<file path="config.mk">
export PLATFORM = sky130hd
export DESIGN_NAME = hazard_ctrl_flat
export DESIGN_NICKNAME = d
export VERILOG_FILES = /design/src/rtl/hazard_ctrl_pkg.sv /design/src/rtl/hazard_ctrl_if.sv /design/src/rtl/hazard_ctrl_fwd_sel.sv /design/src/rtl/hazard_ctrl.sv /design/src/flat_wrapper.sv
export SDC_FILE = /design/constraint.sdc
export NUM_CORES = 1
export LEC_CHECK = 0
export CORE_ASPECT_RATIO = 2
export CORE_MARGIN = 3
export CORE_UTILIZATION = 50
export DETAILED_ROUTE_END_ITERATION = 6
export GPL_TIMING_DRIVEN = 0
export PLACE_DENSITY = 0.74
export SETUP_SLACK_MARGIN = 0.05
export SKIP_LAST_GASP = 1
export SLEW_MARGIN = 20
export SYNTH_ARGS = -nofsm -noshare
export SYNTH_HDL_FRONTEND = slang
export SYNTH_SLANG_ARGS = --single-unit
</file>
<file path="constraint.sdc">
create_clock -name clk -period 9.8 [get_ports clk]
set_input_delay 2.94 -clock clk [delete_from_list [all_inputs] [get_ports clk]]
set_output_delay 2.94 -clock clk [all_outputs]
set_load 0.1 [all_outputs]
</file>
<file path="src/rtl/hazard_ctrl_pkg.sv">
// Shared constants, bypass select encodings and the pipeline-stage record for hazard_ctrl.
// Tnew/Tuse widths and the "never read" Tuse code live here so every stage agrees on them.
package hazard_ctrl_pkg;

  localparam int T_W = 3;
  localparam logic [T_W-1:0] NO_USE = T_W'(7);

  localparam logic [1:0] FWD_RF = 2'd0;
  localparam logic [1:0] FWD_E  = 2'd1;
  localparam logic [1:0] FWD_M  = 2'd2;
  localparam logic [1:0] FWD_W  = 2'd3;

  typedef struct packed {
    logic [4:0]     waddr;
    logic [T_W-1:0] tnew;
    logic [4:0]     raddr0;
    logic [4:0]     raddr1;
  } stage_t;

  // Tnew counts down by one per stage and parks at zero once the result exists.
  function automatic logic [T_W-1:0] sat_dec(input logic [T_W-1:0] t);
    return (t == '0) ? '0 : t - T_W'(1);
  endfunction

endpackage

</file>
<file path="src/rtl/hazard_ctrl_if.sv">
// Decode-side hazard bundle between the pipeline (master) and hazard_ctrl (slave).
// HAZARD_MDU_STALL_EN adds the multiply/divide busy handshake signals.
interface hazard_ctrl_if #(
  parameter int CNT_W = 32
);
  import hazard_ctrl_pkg::*;

  logic [4:0]       d_raddr0;
  logic [4:0]       d_raddr1;
  logic [T_W-1:0]   d_tuse0;
  logic [T_W-1:0]   d_tuse1;
  logic [4:0]       d_waddr;
  logic [T_W-1:0]   d_tnew;
  logic             stall;
  logic             e_flush;
  logic [1:0]       fwd_d_rs;
  logic [1:0]       fwd_d_rt;
  logic [1:0]       fwd_e_rs;
  logic [1:0]       fwd_e_rt;
  logic             fwd_m_rt;
  logic [CNT_W-1:0] stall_cnt;
`ifdef HAZARD_MDU_STALL_EN
  logic             d_use_mdu;
  logic             e_md_start;
  logic             md_busy;
`endif

`ifdef HAZARD_MDU_STALL_EN
  modport master (
    output d_raddr0, d_raddr1, d_tuse0, d_tuse1, d_waddr, d_tnew,
    output d_use_mdu, e_md_start, md_busy,
    input  stall, e_flush, fwd_d_rs, fwd_d_rt, fwd_e_rs, fwd_e_rt, fwd_m_rt, stall_cnt
  );
  modport slave (
    input  d_raddr0, d_raddr1, d_tuse0, d_tuse1, d_waddr, d_tnew,
    input  d_use_mdu, e_md_start, md_busy,
    output stall, e_flush, fwd_d_rs, fwd_d_rt, fwd_e_rs, fwd_e_rt, fwd_m_rt, stall_cnt
  );
`else
  modport master (
    output d_raddr0, d_raddr1, d_tuse0, d_tuse1, d_waddr, d_tnew,
    input  stall, e_flush, fwd_d_rs, fwd_d_rt, fwd_e_rs, fwd_e_rt, fwd_m_rt, stall_cnt
  );
  modport slave (
    input  d_raddr0, d_raddr1, d_tuse0, d_tuse1, d_waddr, d_tnew,
    output stall, e_flush, fwd_d_rs, fwd_d_rt, fwd_e_rs, fwd_e_rt, fwd_m_rt, stall_cnt
  );
`endif

endinterface

</file>
<file path="src/rtl/hazard_ctrl_fwd_sel.sv">
// Bypass select for one operand: picks the youngest enabled stage (E, M, W) whose
// destination matches and whose result already exists; otherwise the register value.
module hazard_ctrl_fwd_sel
  import hazard_ctrl_pkg::*;
#(
  parameter logic [2:0] SRC_EN = 3'b111
) (
  input  logic [4:0]          addr,
  input  logic [2:0][4:0]     src_waddr,
  input  logic [2:0][T_W-1:0] src_tnew,
  output logic [1:0]          sel
);

  logic [2:0] ok;

  // Index 0 = E, 1 = M, 2 = W; $0 is never a forwarding target.
  for (genvar gi = 0; gi < 3; gi++) begin : g_src
    assign ok[gi] = SRC_EN[gi] && (addr != '0) && (src_waddr[gi] == addr) && (src_tnew[gi] == '0);
  end

  always_comb begin
    sel = FWD_RF;
    if (ok[2]) sel = FWD_W;
    if (ok[1]) sel = FWD_M;
    if (ok[0]) sel = FWD_E;
  end

endmodule

</file>
<file path="src/rtl/hazard_ctrl.sv">
// Stall/forward scheduler for the 5-stage MIPS pipeline: shadows (addr, Tnew) through E/M/W,
// raises stall on unresolvable RAW hazards and drives all bypass selects. HAZARD_MDU_STALL_EN
// additionally stalls MDU consumers while the multiply/divide unit is busy or starting.
module hazard_ctrl
  import hazard_ctrl_pkg::*;
#(
  parameter int CNT_W = 32
) (
  input  logic        clk,
  input  logic        reset,
  hazard_ctrl_if.slave hif
);

  stage_t           e_reg;
  stage_t           e_next;
  stage_t           d_rec;
  logic [4:0]       m_waddr_reg;
  logic [T_W-1:0]   m_tnew_reg;
  logic [4:0]       m_raddr1_reg;
  logic [4:0]       w_waddr_reg;
  logic [T_W-1:0]   w_tnew_reg;
  logic [CNT_W-1:0] stall_cnt_reg;
  logic [CNT_W-1:0] stall_cnt_next;

  logic             stall;
  logic             mdu_stall;
  logic [1:0]       port_stall;
  logic [4:0]       d_raddr [2];
  logic [T_W-1:0]   d_tuse  [2];

  assign d_rec.waddr  = hif.d_waddr;
  assign d_rec.tnew   = hif.d_tnew;
  assign d_rec.raddr0 = hif.d_raddr0;
  assign d_rec.raddr1 = hif.d_raddr1;

  assign d_raddr[0] = hif.d_raddr0;
  assign d_raddr[1] = hif.d_raddr1;
  assign d_tuse[0]  = hif.d_tuse0;
  assign d_tuse[1]  = hif.d_tuse1;

  // A D-stage read must wait while a matching E/M producer still needs more cycles than
  // the reader can spare; W results always exist, so W never stalls.
  for (genvar gi = 0; gi < 2; gi++) begin : g_port
    logic hit_e;
    logic hit_m;
    assign hit_e = (d_raddr[gi] != '0) && (d_raddr[gi] == e_reg.waddr);
    assign hit_m = (d_raddr[gi] != '0) && (d_raddr[gi] == m_waddr_reg);
    assign port_stall[gi] = (d_tuse[gi] != NO_USE) &&
                            ((hit_e && (d_tuse[gi] < e_reg.tnew)) ||
                             (hit_m && (d_tuse[gi] < m_tnew_reg)));
  end

`ifdef HAZARD_MDU_STALL_EN
  assign mdu_stall = hif.d_use_mdu && (hif.md_busy || hif.e_md_start);
`else
  assign mdu_stall = 1'b0;
`endif

  assign stall = (|port_stall) || mdu_stall;

  always_comb begin
    e_next = '0;
    if (!stall) e_next = d_rec;
  end

  assign stall_cnt_next = stall ? stall_cnt_reg + CNT_W'(1) : stall_cnt_reg;

  // M and W keep draining during a stall; only E takes a bubble.
  always_ff @(posedge clk) begin
    if (reset) begin
      e_reg         <= '0;
      m_waddr_reg   <= '0;
      m_tnew_reg    <= '0;
      m_raddr1_reg  <= '0;
      w_waddr_reg   <= '0;
      w_tnew_reg    <= '0;
      stall_cnt_reg <= '0;
    end else begin
      e_reg         <= e_next;
      m_waddr_reg   <= e_reg.waddr;
      m_tnew_reg    <= sat_dec(e_reg.tnew);
      m_raddr1_reg  <= e_reg.raddr1;
      w_waddr_reg   <= m_waddr_reg;
      w_tnew_reg    <= sat_dec(m_tnew_reg);
      stall_cnt_reg <= stall_cnt_next;
    end
  end

  // Operands: 0 D.rs, 1 D.rt, 2 E.rs, 3 E.rt, 4 M.rt (store data). Later stages may only
  // take values from stages older than themselves.
  logic [2:0][4:0]     src_waddr;
  logic [2:0][T_W-1:0] src_tnew;
  logic [4:0]          op_addr [5];
  logic [1:0]          op_sel  [5];

  assign src_waddr = {w_waddr_reg, m_waddr_reg, e_reg.waddr};
  assign src_tnew  = {w_tnew_reg, m_tnew_reg, e_reg.tnew};

  assign op_addr[0] = hif.d_raddr0;
  assign op_addr[1] = hif.d_raddr1;
  assign op_addr[2] = e_reg.raddr0;
  assign op_addr[3] = e_reg.raddr1;
  assign op_addr[4] = m_raddr1_reg;

  for (genvar gi = 0; gi < 5; gi++) begin : g_fwd
    localparam logic [2:0] SRC_EN = (gi < 2) ? 3'b111 : ((gi < 4) ? 3'b110 : 3'b100);
    hazard_ctrl_fwd_sel #(
      .SRC_EN (SRC_EN)
    ) u_fwd_sel (
      .addr      (op_addr[gi]),
      .src_waddr (src_waddr),
      .src_tnew  (src_tnew),
      .sel       (op_sel[gi])
    );
  end

  assign hif.stall     = stall;
  assign hif.e_flush   = stall;
  assign hif.fwd_d_rs  = op_sel[0];
  assign hif.fwd_d_rt  = op_sel[1];
  assign hif.fwd_e_rs  = op_sel[2];
  assign hif.fwd_e_rt  = op_sel[3];
  assign hif.fwd_m_rt  = (op_sel[4] == FWD_W);
  assign hif.stall_cnt = stall_cnt_reg;

endmodule
</file>
<file path="src/flat_wrapper.sv">
// flat-port wrapper written by rule: the top's interface ports become plain ports
module hazard_ctrl_flat import hazard_ctrl_pkg::*;
#(
  parameter int CNT_W = 32
)
  (clk, reset, hif_d_raddr0, hif_d_raddr1, hif_d_tuse0, hif_d_tuse1, hif_d_waddr, hif_d_tnew, hif_stall, hif_e_flush, hif_fwd_d_rs, hif_fwd_d_rt, hif_fwd_e_rs, hif_fwd_e_rt, hif_fwd_m_rt, hif_stall_cnt);
  hazard_ctrl_if #(.CNT_W(CNT_W)) hif_i ();
  input  logic clk;
  input  logic reset;
  input wire logic [$bits(hif_i.d_raddr0)-1:0] hif_d_raddr0;
  input wire logic [$bits(hif_i.d_raddr1)-1:0] hif_d_raddr1;
  input wire logic [$bits(hif_i.d_tuse0)-1:0] hif_d_tuse0;
  input wire logic [$bits(hif_i.d_tuse1)-1:0] hif_d_tuse1;
  input wire logic [$bits(hif_i.d_waddr)-1:0] hif_d_waddr;
  input wire logic [$bits(hif_i.d_tnew)-1:0] hif_d_tnew;
  output wire logic [$bits(hif_i.stall)-1:0] hif_stall;
  output wire logic [$bits(hif_i.e_flush)-1:0] hif_e_flush;
  output wire logic [$bits(hif_i.fwd_d_rs)-1:0] hif_fwd_d_rs;
  output wire logic [$bits(hif_i.fwd_d_rt)-1:0] hif_fwd_d_rt;
  output wire logic [$bits(hif_i.fwd_e_rs)-1:0] hif_fwd_e_rs;
  output wire logic [$bits(hif_i.fwd_e_rt)-1:0] hif_fwd_e_rt;
  output wire logic [$bits(hif_i.fwd_m_rt)-1:0] hif_fwd_m_rt;
  output wire logic [$bits(hif_i.stall_cnt)-1:0] hif_stall_cnt;
  assign hif_i.d_raddr0 = hif_d_raddr0;
  assign hif_i.d_raddr1 = hif_d_raddr1;
  assign hif_i.d_tuse0 = hif_d_tuse0;
  assign hif_i.d_tuse1 = hif_d_tuse1;
  assign hif_i.d_waddr = hif_d_waddr;
  assign hif_i.d_tnew = hif_d_tnew;
  assign hif_stall = hif_i.stall;
  assign hif_e_flush = hif_i.e_flush;
  assign hif_fwd_d_rs = hif_i.fwd_d_rs;
  assign hif_fwd_d_rt = hif_i.fwd_d_rt;
  assign hif_fwd_e_rs = hif_i.fwd_e_rs;
  assign hif_fwd_e_rt = hif_i.fwd_e_rt;
  assign hif_fwd_m_rt = hif_i.fwd_m_rt;
  assign hif_stall_cnt = hif_i.stall_cnt;
  hazard_ctrl #(.CNT_W(CNT_W)) u_core (.clk(clk), .reset(reset), .hif(hif_i));
endmodule
</file>
-- After elaboration in Yosys (flattened, before gate mapping)
Index checks and enable logic that the tools add are counted.
- flip-flop bits (word level): 71
- logic and storage cells: 92
- output and inout bits: 43
- reduce and logical (&&, ||, !) cells: 46
- add/subtract/negate cells: 3
- magnitude comparators: 4
- mux-type cells: 11
- eq/ne operators: 18
- operator list (operator ; count):
    $eq A5 B5 Y1 ; 15
    $add A32 B1 Y32 const B ; 1
    $logic_and A1 B1 Y1 ; 32
    $reduce_bool A5 Y1 ; 5
    $mux W2 ; 11
    $lt A3 B3 Y1 ; 4
    $logic_not A3 Y1 ; 3
    $ne A3 B3 Y1 const B ; 2
    $reduce_or A2 Y1 ; 3
    $sub A3 B1 Y3 const B ; 2
    $reduce_or A3 Y1 ; 1
    $eq A2 B2 Y1 const B ; 1
    $logic_or A1 B1 Y1 ; 2

-- Depth between registers and ports, before layout
- depth in word-level cells: 6
- mapped depth: 10
- mapped depth without buffers: 9

-- Modules after synthesis
Synthesis repeated with hierarchy kept, for this count alone.
- cells, all modules: 483
- area total of the unflattened synthesis: 4362.9 um^2
- by module, submodules not included (module ; instances ; cells an instance ; area an instance (um^2)):
    hazard_ctrl ; 1 ; 372 ; 3510.9
    hazard_ctrl_fwd_sel (u_core.g_fwd[0].u_fwd_sel ...) ; 2 ; 30 ; 224.0
    hazard_ctrl_fwd_sel (u_core.g_fwd[2].u_fwd_sel ...) ; 2 ; 20 ; 162.7
    hazard_ctrl_fwd_sel (u_core.g_fwd[4].u_fwd_sel) ; 1 ; 11 ; 78.8

-- Worst setup path after synthesis
OpenSTA, ideal clock, no wires.
- path kind: input -> output
- start: input hif_d_raddr1[1]
- end: output hif_fwd_d_rt[0]
- setup slack: 461 ps
- buffers on the path: 0
- data required time: 6860 ps
- data arrival time: 6399 ps
- stages on the path: 5
- path through: nor3_1 -> nand2_1 -> nand2_1 -> nor2_1 -> o41ai_1
- word-level cells in the longest chain between the ends: 6
- elaborated cells between the ends (all ways): 13
- ends and longest elaborated chain (item ; RTL line ; source):
    start, declared ; flat_wrapper.sv:11 ; input wire logic [$bits(hif_i.d_raddr1)-1:0] hif_d_raddr1;
    $eq A5 B5 Y1 / $reduce_bool A5 Y1 (equally long branches) ; hazard_ctrl_fwd_sel.sv:18 ; assign ok[gi] = SRC_EN[gi] && (addr != '0) && (src_waddr[gi] == addr) && (src_tnew[gi] == '0);
    $logic_and A1 B1 Y1 (2 in series) ; hazard_ctrl_fwd_sel.sv:18 ;
    $mux W2 ; hazard_ctrl_fwd_sel.sv:23 ; if (ok[2]) sel = FWD_W;
    $mux W2 ; hazard_ctrl_fwd_sel.sv:24 ; if (ok[1]) sel = FWD_M;
    $mux W2 * ; hazard_ctrl_fwd_sel.sv:25 ; if (ok[0]) sel = FWD_E;
    end, declared ; flat_wrapper.sv:19 ; output wire logic [$bits(hif_i.fwd_d_rt)-1:0] hif_fwd_d_rt;
Mark *: on every way between the ends. The rest lies on a longest branch, timed or not.

-- Worst setup path after layout
- start: input hif_d_raddr0[1]
- end: output hif_stall
- word-level cells in the longest chain between the ends: 6
- elaborated cells between the ends (all ways): 10
- ends and longest elaborated chain (item ; RTL line ; source):
    start, declared ; flat_wrapper.sv:10 ; input wire logic [$bits(hif_i.d_raddr0)-1:0] hif_d_raddr0;
    $eq A5 B5 Y1 (tied with other cells) ; hazard_ctrl.sv:46 ; assign hit_e = (d_raddr[gi] != '0) && (d_raddr[gi] == e_reg.waddr);
    $logic_and A1 B1 Y1 (on tied branches) ; hazard_ctrl.sv:46, hazard_ctrl.sv:47 ;
    $logic_and A1 B1 Y1 (on tied branches) ; hazard_ctrl.sv:49, hazard_ctrl.sv:50 ;
    $logic_or A1 B1 Y1 * ; hazard_ctrl.sv:49 ; ((hit_e && (d_tuse[gi] < e_reg.tnew)) ||
    $logic_and A1 B1 Y1 * ; hazard_ctrl.sv:48 ; assign port_stall[gi] = (d_tuse[gi] != NO_USE) &&
    $reduce_or A2 Y1 * ; hazard_ctrl.sv:59 ; assign stall = (|port_stall) || mdu_stall;
    end, declared ; flat_wrapper.sv:16 ; output wire logic [$bits(hif_i.stall)-1:0] hif_stall;
Marks and branches as above.

==> flow_summary.json <==
{
  "fillers": 617,
  "timing.critical_path.required_ps": 6860,
  "max_slew.worst_pin.slew_ps": 1040,
  "netlist_instances": 432,
  "routed_wl_mm": 9.65,
  "cp_data_arrival_time_ps": 6510,
  "maximum_clock_rate_ghz": 0.106,
  "grt_max_degree": 12,
  "worst-path-max-fanout": 9,
  "mapped_avg_cell_area_sq_um": 8.69,
  "cts_resized": 0,
  "setup_repair_after_global_routing_missed_its_margin": "false",
  "postSynthRegisterBits": 71,
  "cap_viol_max_count": 0,
  "crit_path_time_final_ps": 9450,
  "totalNegativeSetupSlack_ps": 0,
  "synth_warnings": 0,
  "port_buffers": 68,
  "holdBufCountCts": 0,
  "pin_count": 69,
  "setup.worst_path.start_class": "input pin",
  "critical_path_class": "in -> out",
  "worst_setup_ep_type": "output port",
  "drt_pass1_iterations": 4,
  "drv_slew": 0,
  "detail-route-antenna-nets": 0,
  "timing.hold.worst.class": "reg -> reg",
  "timing.final.setup_violations": 0,
  "groute.usage.overall_pct": 24.3,
  "numCtsBuffers": 9,
  "number_of_clock_sinks": 71,
  "initial_util_pct": 51.7,
  "antenna_violations_before_repair": 0,
  "diodes": 0,
  "fp.dieW_um": 67.3,
  "finish.net_count": 550,
  "run_status": "finished clean",
  "post-route-drc-count": 0,
  "cts_root_buf": "sky130_fd_sc_hd__clkbuf_16",
  "ys_types": 45,
  "dr_total_vias": 3421,
  "dominantRegCellSynth": "sky130_fd_sc_hd__dfxtp_1",
  "final_hold_viol_count": 0,
  "gp_congestion": 0.888,
  "ys_seq_area_share_pct": 37.9,
  "max-slew-margin-rel_pct": 30.0,
  "die_height_um": 129,
  "floorplan_row_count": 44,
  "synth-edff-count": 0,
  "cts_tree": "yes",
  "grt_pass1_vias": 3360,
  "layout-area-overhead-vs-synth_pct": 30.0,
  "post-route-period-util_pct": 96.4,
  "pwr_density_cell_nw_per_um2": 160,
  "synthesis.nets": 471,
  "coreArea_sq_um": 7270,
  "grt_first_pass_wirelength_mm": 15.8,
  "finClkSkew_ps": 4.73,
  "postPlaceCellArea_sq_um": 4550,
  "post_cts_buffers": 0,
  "dr.first_iter.drc_count": 106,
  "clock_tree.htree_level_count": 3,
  "dp_hpwl_mm": 7.43,
  "floorplan.die_area_sq_um": 8650,
  "irDropWorstVdd_uv": 163,
  "async_flop_share_pct": 0,
  "globalRouteOverflowTotal": 0,
  "largest_reg_flops": 32,
  "post_drt_via_cell_ratio": 5.63,
  "clk_path_buf_depth": 2,
  "drive_above_1_share_pct": 5.23,
  "leakagePower_nw": 1.82,
  "synthesis.area_sq_um": 3750,
  "total_power_mw": 0.781,
  "route.detailed.wl_per_inst_um": 15.9,
  "insertion_delay_ps": 330,
  "clkTransAtPathRegs_ps": 50,
  "post-route-cell-area_sq_um": 4880
}
-- area by class of cell --
class                      count  area, sq um  share of cell area (%)
buffer                        23         93.8                    1.92
tap                           92          115                    2.36
sequential                    71         1420                    29.1
clock buffer                  14          294                    6.03
inverter                      19         71.3                    1.46
clock inverter                 2         35.0                   0.718
timing repair buffer          68          681                    13.9
multi-input combinational    319         2170                    44.4
-- kinds of logic after synthesis --
group / count (synthesis) / share of synthesized area [%]
flip-flops: 71 / 37.9
AO/OA/AOI/OAI: 70 / 12.1
adder cells (fa/ha/maj): 13 / 4.33
AND/OR/NAND/NOR: 174 / 26.7
buffers and inverters: 42 / 4.40
multiplexers: 2 / 0.566
XOR/XNOR: 60 / 14.0
-- path summary, 6_finish.rpt --
kind	slack [ps]	to	depth (start not counted)	from
max reg2reg	6900	u_core.hif.stall_cnt[31]	9	u_core.m_waddr_reg[2]
min reg2reg	470	u_core.m_tnew_reg[0]	1	u_core.e_reg[10]
max	350	hif_stall	9	hif_d_raddr0[1]
min	470	u_core.m_tnew_reg[0]	1	u_core.e_reg[10]
-- cells in the mapped netlist, types with 7 or more instances --
library cell	count	area (sq um)
sky130_fd_sc_hd__a21oi_1	24	120
sky130_fd_sc_hd__dfxtp_1	71	1420
sky130_fd_sc_hd__o31ai_1	15	113
sky130_fd_sc_hd__nor3_1	16	80.1
sky130_fd_sc_hd__xor2_1	31	272
sky130_fd_sc_hd__inv_1	18	67.6
sky130_fd_sc_hd__clkbuf_1	18	67.6
sky130_fd_sc_hd__nand3_1	14	70.1
sky130_fd_sc_hd__xnor2_1	29	254
sky130_fd_sc_hd__nor2_1	23	86.3
sky130_fd_sc_hd__or3_1	8	50.1
sky130_fd_sc_hd__nand4_1	11	68.8
sky130_fd_sc_hd__o21ai_1	7	35.0
sky130_fd_sc_hd__nand2_1	21	78.8
sky130_fd_sc_hd__nor4_1	7	43.8
sky130_fd_sc_hd__nor2b_1	21	131
sky130_fd_sc_hd__or4_1	19	143
sky130_fd_sc_hd__ha_1	13	163
sky130_fd_sc_hd__and2_1	21	131
-- per-layer routing --
| metal | wire (um) | up-vias | global-route usage (%) |
|---|---|---|---|
| met5 | 0 | - | 0 |
| met4 | 402 | 0 | 12.4 |
| met3 | 344 | 28 | 5.50 |
| met2 | 5500 | 102 | 46.7 |
| met1 | 3410 | 1615 | 22.6 |
| li1 | - | 1676 | - |
-- per-stage QoR --
stage	utilization [%]	hold WS, ps	setup slack (ps)	cells
floorplan	-	421	461	432
CTS	67.1	473	349	608
detailed placement	62.6	451	358	592
global placement	62.6	435	383	592
finish	67.1	471	348	608
global route	67.1	519	216	608
-- layout by cell type, fill, tap and decap left out, drive strengths merged, types with 3 or more instances in the layout --
master	synthesis	layout
ha	13	13
nor2b	21	21
nor3	17	17
inv	19	19
nor4	9	9
xor2	31	31
and2	21	21
a21oi	24	24
or4	20	20
nor2	24	24
o31ai	15	15
or3	8	8
nand2	21	21
buf	5	5
nand3	14	14
nand2b	3	3
clkdlybuf4s50	0	68
o21ai	13	13
dfxtp	71	71
nand4	11	11
xnor2	29	29
clkbuf	18	32
and3	5	5
-- critical path, cell delays in order --
cell                              delay [ps]
sky130_fd_sc_hd__clkdlybuf4s50_1         610
sky130_fd_sc_hd__xnor2_1                 160
sky130_fd_sc_hd__nand3_1                  90
sky130_fd_sc_hd__or4_4                   530
sky130_fd_sc_hd__nor4_4                  540
sky130_fd_sc_hd__nor3_2                  210
sky130_fd_sc_hd__inv_2                   190
sky130_fd_sc_hd__buf_4                   130
sky130_fd_sc_hd__clkdlybuf4s50_1        1120
-- power by group --
group / switching, mW / internal, mW / leakage, nW
Clock: 0.118 / 0.231 / 0.165
Sequential: 0.00752 / 0.299 / 0.580
Combinational: 0.0791 / 0.0460 / 1.08
Total: 0.205 / 0.576 / 1.82
Note: power is estimated with default switching activity, not from simulation.
